[src/rtl/serial_adder_pkg.sv]
// Shared definitions for the digit-serial adder: FSM state encodings and overflow helper.
// Optional subtract/overflow support is enabled by defining SERIAL_ADDER_SUBTRACT_EN (undefined by default).
package serial_adder_pkg;

    typedef enum logic [1:0] {
        ST_IDLE = 2'd0,
        ST_RUN  = 2'd1,
        ST_DONE = 2'd2
    } state_t;

    // Two's-complement overflow: carry into the MSB disagrees with carry out of it.
    function automatic logic twos_ovf(input logic c_msb, input logic c_out);
        return c_msb ^ c_out;
    endfunction

endpackage

[src/rtl/fa.sv]
// One-bit full adder, the basic cell of the ripple-carry slice.
module fa (
    input  logic a,
    input  logic b,
    input  logic cin,
    output logic sum,
    output logic cout
);

    assign sum  = a ^ b ^ cin;
    assign cout = (a & b) | (cin & (a ^ b));

endmodule

[src/rtl/serial_adder_fa_chain.sv]
// DIGIT-wide ripple of full adders; also exposes the carry into the top bit for overflow.
module fa_chain #(
    parameter int DIGIT = 1
) (
    output logic [DIGIT-1:0] sum,
    output logic             cout,
    output logic             cmsb,
    input  logic             cin,
    input  logic [DIGIT-1:0] a,
    input  logic [DIGIT-1:0] b
);

    logic [DIGIT:0] carry_s;

    assign carry_s[0] = cin;

    for (genvar i = 0; i < DIGIT; i++) begin : g_bit
        fa u_fa (
            .a    (a[i]),
            .b    (b[i]),
            .cin  (carry_s[i]),
            .sum  (sum[i]),
            .cout (carry_s[i+1])
        );
    end

    assign cout = carry_s[DIGIT];
    assign cmsb = carry_s[DIGIT-1];

endmodule

[src/rtl/serial_adder.sv]
// Digit-serial adder: W-bit operands summed DIGIT bits per clock with a start/busy/done handshake.
// Define SERIAL_ADDER_SUBTRACT_EN to add the sub input and ovf output (disabled by default).
module serial_adder
    import serial_adder_pkg::*;
#(
    parameter int W     = 8,
    parameter int DIGIT = 1
) (
    input  logic         clk,
    input  logic         rst,
    input  logic         start,
    input  logic [W-1:0] a,
    input  logic [W-1:0] b,
    input  logic         cin,
`ifdef SERIAL_ADDER_SUBTRACT_EN
    input  logic         sub,
    output logic         ovf,
`endif
    output logic         busy,
    output logic         done,
    output logic [W-1:0] y,
    output logic         cout
);

    localparam int N  = W / DIGIT;
    localparam int CW = (N > 1) ? $clog2(N) : 1;

    state_t           state_r, state_next_s;
    logic             busy_r, done_r, busy_next_s, done_next_s;
    logic [W-1:0]     a_r, b_r, res_r, y_r, res_shift_s;
    logic             carry_r, cout_r;
    logic [CW-1:0]    cnt_r;
    logic [DIGIT-1:0] b_eff_s, slice_sum_s;
    logic             slice_cout_s, slice_cmsb_s, last_digit_s;

    assign last_digit_s = (cnt_r == CW'(N - 1));

`ifdef SERIAL_ADDER_SUBTRACT_EN
    logic sub_r, ovf_r;
    assign b_eff_s = b_r[DIGIT-1:0] ^ {DIGIT{sub_r}};
    assign ovf     = ovf_r;
`else
    assign b_eff_s = b_r[DIGIT-1:0];
`endif

    fa_chain #(.DIGIT(DIGIT)) u_chain (
        .sum  (slice_sum_s),
        .cout (slice_cout_s),
        .cmsb (slice_cmsb_s),
        .cin  (carry_r),
        .a    (a_r[DIGIT-1:0]),
        .b    (b_eff_s)
    );

    // The new digit enters at the top, so after N shifts the result is aligned.
    if (DIGIT == W) begin : g_full
        assign res_shift_s = slice_sum_s;
    end else begin : g_part
        assign res_shift_s = {slice_sum_s, res_r[W-1:DIGIT]};
    end

    // State register plus registered handshake outputs.
    always_ff @(posedge clk or posedge rst) begin
        if (rst) begin
            state_r <= ST_IDLE;
            busy_r  <= 1'b0;
            done_r  <= 1'b0;
        end else begin
            state_r <= state_next_s;
            busy_r  <= busy_next_s;
            done_r  <= done_next_s;
        end
    end

    // Next-state logic; busy/done are derived from the state being entered.
    always_comb begin
        state_next_s = state_r;
        case (state_r)
            ST_IDLE: begin
                if (start) state_next_s = ST_RUN;
                else       state_next_s = ST_IDLE;
            end
            ST_RUN: begin
                if (last_digit_s) state_next_s = ST_DONE;
                else              state_next_s = ST_RUN;
            end
            ST_DONE: state_next_s = ST_IDLE;
            default: state_next_s = ST_IDLE;
        endcase
        busy_next_s = (state_next_s != ST_IDLE);
        done_next_s = (state_next_s == ST_DONE);
    end

    // Operand capture, digit-serial shifting and result hold.
    always_ff @(posedge clk or posedge rst) begin
        if (rst) begin
            a_r     <= '0;
            b_r     <= '0;
            res_r   <= '0;
            y_r     <= '0;
            carry_r <= 1'b0;
            cout_r  <= 1'b0;
            cnt_r   <= '0;
`ifdef SERIAL_ADDER_SUBTRACT_EN
            sub_r   <= 1'b0;
            ovf_r   <= 1'b0;
`endif
        end else begin
            case (state_r)
                ST_IDLE: begin
                    if (start) begin
                        a_r   <= a;
                        b_r   <= b;
                        cnt_r <= '0;
`ifdef SERIAL_ADDER_SUBTRACT_EN
                        sub_r   <= sub;
                        carry_r <= sub ? 1'b1 : cin;
`else
                        carry_r <= cin;
`endif
                    end else begin
                        cnt_r <= cnt_r;
                    end
                end
                ST_RUN: begin
                    a_r     <= a_r >> DIGIT;
                    b_r     <= b_r >> DIGIT;
                    res_r   <= res_shift_s;
                    carry_r <= slice_cout_s;
                    cnt_r   <= cnt_r + CW'(1);
                    if (last_digit_s) begin
                        y_r    <= res_shift_s;
                        cout_r <= slice_cout_s;
`ifdef SERIAL_ADDER_SUBTRACT_EN
                        ovf_r  <= twos_ovf(slice_cmsb_s, slice_cout_s);
`endif
                    end else begin
                        y_r    <= y_r;
                    end
                end
                default: begin
                    cnt_r <= cnt_r;
                end
            endcase
        end
    end

    assign busy = busy_r;
    assign done = done_r;
    assign y    = y_r;
    assign cout = cout_r;

endmodule

[config.mk]
export PLATFORM = sky130hd
export DESIGN_NAME = serial_adder
export DESIGN_NICKNAME = d
export VERILOG_FILES = /design/src/rtl/serial_adder_pkg.sv /design/src/rtl/fa.sv /design/src/rtl/serial_adder_fa_chain.sv /design/src/rtl/serial_adder.sv
export SDC_FILE = /design/constraint.sdc
export NUM_CORES = 1
export LEC_CHECK = 0
export CAP_MARGIN = 20
export CORE_UTILIZATION = 55
export CTS_BUF_LIST = sky130_fd_sc_hd__clkbuf_16
export DETAILED_ROUTE_END_ITERATION = 12
export GPL_ROUTABILITY_DRIVEN = 1
export GPL_TIMING_DRIVEN = 1
export PLACE_DENSITY = 0.83
export SETUP_SLACK_MARGIN = 0.02
export SKIP_CTS_REPAIR_TIMING = 1
export SLEW_MARGIN = 15
export SYNTH_ARGS = -nofsm -noshare
export SYNTH_HDL_FRONTEND = slang
export SYNTH_SLANG_ARGS = --single-unit
[constraint.sdc]
create_clock -name clk -period 2.12 [get_ports clk]
set_input_delay 0.212 -clock clk [delete_from_list [all_inputs] [get_ports clk]]
set_output_delay 0.212 -clock clk [all_outputs]
set_load 0.01 [all_outputs]
==> impl_metrics.env <==
export IMPL_status="finished, final reports clean"
export IMPL_dp_hpwl_um=2320
export IMPL_overflow=0
export IMPL_path_clk_slew_ns=0.06
export IMPL_critical_path_top_delay_family="flip-flops"
export IMPL_flip_flop_and_latch_count_after_synthesis=40
export IMPL_slew_limit_headroom=0.599
export IMPL_drt_pass1_iterations=4
export IMPL_required_time_at_the_endpoint_of_the_critical_path_ns=2.29
export IMPL_critical_path_class="reg -> reg"
export IMPL_dpl_instance_area_mm2=0.00210
export IMPL_setup_viol_count_final=0
export IMPL_drt_antenna_violating_nets=0
export IMPL_cts_sinks=40
export IMPL_setup_repair_after_global_routing_missed_its_margin="false"
export IMPL_critPathCaptureType="flip-flop"
export IMPL_mapped_area_mm2=0.00177
export IMPL_critical_path_cell_with_the_highest_stage_delay="sky130_fd_sc_hd__dfrtp_1"
export IMPL_drc=0
export IMPL_floorplan_die_area_mm2=0.00345
export IMPL_grt_antenna_before_repair=0
export IMPL_ios=31
export IMPL_power_static_leakage_nw=1.02
export IMPL_place_congestion=0.749
export IMPL_critical_path_cell_chain="ha_1, ha_1, nand2_1, or2_4, inv_8, mux2_4"
export IMPL_synth_fp_nets=185
export IMPL_worst_endpoint_arrival_ns=1.74
export IMPL_synth_to_final_area_change_pct=27.9
export IMPL_synth_lib_cells_used_distinct=24
export IMPL_final_hold_violation_count=0
export IMPL_via_per_inst=5.36
export IMPL_final_area_mm2=0.00226
export IMPL_power_density_of_the_placed_cells_mw_per_mm2=1510
export IMPL_global_route_usage_total=0.231
export IMPL_worstSetupStartpointType="flip-flop"
export IMPL_slowest_delay_ns=0.37
export IMPL_wl_per_cell_um=14.4
export IMPL_vias_in_the_first_global_route=1250
export IMPL_wirelength_um=3420
export IMPL_fp_coreArea_mm2=0.00305
export IMPL_finalSetupTns_ns=0
export IMPL_crit_path_max_fanout=9
export IMPL_critPathMostFrequentCell="sky130_fd_sc_hd__ha_1"
export IMPL_layout_worst_path_cycle_share=0.744
export IMPL_max_cap_viol_count=0
export IMPL_initial_core_utilization=0.580
export IMPL_numCtsBuffers=5
export IMPL_tightest_slew_ns=0.602
export IMPL_min_path_type="in -> async"
export IMPL_drt_first_iter_violations=49
export IMPL_synth_top_area_share=0.565
export IMPL_chipHeight_um=58.7
export IMPL_path_buf_inv=1
export IMPL_tritoncts_clock_tree="built"
export IMPL_filler_cells_inserted=217
export IMPL_power_ir_vdd_worst_mv=0.822
export IMPL_post_route_cells_drive_above_1_share=0.130
export IMPL_maxClockFrequency_mhz=634
export IMPL_final_period_minus_worst_setup_slack_ns=1.58
export IMPL_placement_rows=20
export IMPL_grt_pass1_wl_um=5790
export IMPL_clock_tree_root_cell="sky130_fd_sc_hd__clkbuf_16"
export IMPL_finalMaxSlewViolations=0
export IMPL_via_count=1271
export IMPL_post_synth_top_area_cell="sky130_fd_sc_hd__dfrtp_1"
export IMPL_yosys_top_cells_area="sky130_fd_sc_hd__dfrtp_1 57%, sky130_fd_sc_hd__nor3_1 8.5%, sky130_fd_sc_hd__mux2_4 7.6%"
export IMPL_numPortBuffers=30
export IMPL_hold_worst_slack_ns=0.357
export IMPL_htree_levels=2
export IMPL_grt_start_max_net_pins=41
export IMPL_worst_skew_pair_late_latency_ns=0.28
export IMPL_final_setup_skew_ns=0.00524
export IMPL_synth_warnings=0
export IMPL_synth_seq_area_share=0.565
export IMPL_n_antenna_cell=0
export IMPL_postSynthAreaPerCell_um2=10.9
export IMPL_post_synth_inst_count=162
export IMPL_finalNetCount=215
export IMPL_die_x_um=58.7
export IMPL_cts_max_path_buffers=2
sequential cells by signal, summed over array words and instances, names as in the netlist:
name and count:
res_r 7, y 8, busy 1, a_r 8, state_r 2, done 1
b_r 8, cnt_r 3, carry_r 1, cout 1
stage by stage:
stage	instances	util	setup slack, ns	power (W)
3_3_place_gp	229	0.687	0.536	0.00248
6_report	237	0.742	0.543	0.00342
4_1_cts	237	0.742	0.538	0.00343
2_1_floorplan	162	-	0.683	0.00215
3_5_place_dp	229	0.687	0.440	0.00257
5_1_grt	237	0.742	0.461	0.00364
routing by layer:
layer  part of all wire  up-vias  track usage  routed length [um]
met5                  0        -            0                   0
met4             0.0050        0       0.0782                  17
met3              0.043        2       0.0769                 146
met2               0.52       38        0.393                1770
met1               0.43      625        0.276                1490
li1                   -      606            -                   -
tightest hold or removal path, stage by stage:
cell                              delay (ns)
sky130_fd_sc_hd__clkdlybuf4s50_1        0.40
sky130_fd_sc_hd__inv_1                  0.05
sky130_fd_sc_hd__buf_4                  0.42
cells in the final DEF, fill, tap and decap left out, types with 2 or more instances in the layout:
| cell type | count |
|---|---|
| sky130_fd_sc_hd__a22o_1 | 4 |
| sky130_fd_sc_hd__nand2b_1 | 2 |
| sky130_fd_sc_hd__nor2_1 | 14 |
| sky130_fd_sc_hd__nand2_1 | 23 |
| sky130_fd_sc_hd__nor2b_1 | 3 |
| sky130_fd_sc_hd__clkbuf_16 | 5 |
| sky130_fd_sc_hd__o32ai_1 | 2 |
| sky130_fd_sc_hd__dfrtp_1 | 40 |
| sky130_fd_sc_hd__mux2_4 | 9 |
| sky130_fd_sc_hd__nor3_1 | 30 |
| sky130_fd_sc_hd__inv_1 | 2 |
| sky130_fd_sc_hd__clkdlybuf4s50_1 | 30 |
| sky130_fd_sc_hd__nor3b_1 | 13 |
| sky130_fd_sc_hd__buf_4 | 4 |
| sky130_fd_sc_hd__ha_1 | 2 |
kinds of logic (layout without fill, tap and decap cells):
family                     count (synthesis)  in the layout  share of synthesized area
adders and majority gates                  3              3                     0.0254
buffers and inverters                     15             46                     0.0459
DFF                                       40             40                      0.565
muxes                                      9              9                     0.0763
and+or+nand+nor                           86             86                      0.241
AOI/OAI and AO/OA                          9              9                     0.0459
synthesized netlist by cell type:
library cell and count:
sky130_fd_sc_hd__inv_1 2, sky130_fd_sc_hd__buf_4 1, sky130_fd_sc_hd__nand2b_1 2, sky130_fd_sc_hd__nor3b_1 13, sky130_fd_sc_hd__nor2b_1 3, sky130_fd_sc_hd__or2_4 1
sky130_fd_sc_hd__o21ai_0 1, sky130_fd_sc_hd__o32ai_1 2, sky130_fd_sc_hd__nor3_1 30, sky130_fd_sc_hd__clkbuf_1 4, sky130_fd_sc_hd__a22o_1 4, sky130_fd_sc_hd__buf_6 1
sky130_fd_sc_hd__inv_2 1, sky130_fd_sc_hd__dfrtp_1 40, sky130_fd_sc_hd__a21oi_1 1, sky130_fd_sc_hd__clkbuf_2 1, sky130_fd_sc_hd__nor2_1 14, sky130_fd_sc_hd__nand2_1 23
sky130_fd_sc_hd__mux2_4 9, sky130_fd_sc_hd__ha_1 2, sky130_fd_sc_hd__o21bai_4 1, sky130_fd_sc_hd__buf_2 4, sky130_fd_sc_hd__inv_8 1, sky130_fd_sc_hd__fa_1 1
worst paths after layout:
kind                            slack [ns]     end     start  depth (start not counted)
worst max register to register        0.54    y[3]  cnt_r[0]                          6
max in group asynchronous             1.43  a_r[6]       rst                          3
min in group clk                      0.50    y[6]      y[6]                          1
worst max-delay path                  0.54    y[3]  cnt_r[0]                          6
worst min register to register        0.50    y[6]      y[6]                          1
worst min-delay path                  0.36  a_r[0]       rst                          3
area by class of cell:
type                       count  area, um2  share of cell area
multi-input combinational    107        688               0.304
timing repair buffer          34        330               0.146
clock inverter                 3       42.5              0.0188
sequential                    40       1000               0.442
inverter                       4       22.5             0.00994
clock buffer                   5        125              0.0552
tap                           44       55.1              0.0243
where the power goes:
part | total (W) | internal (W) | switching [W] | leakage, nW
Clock | 0.000845 | 0.000552 | 0.000293 | 0.0798
Combinational | 0.00121 | 0.000653 | 0.000556 | 0.455
Sequential | 0.00136 | 0.00112 | 0.000248 | 0.485
Power figures use the tool's default switching activity.
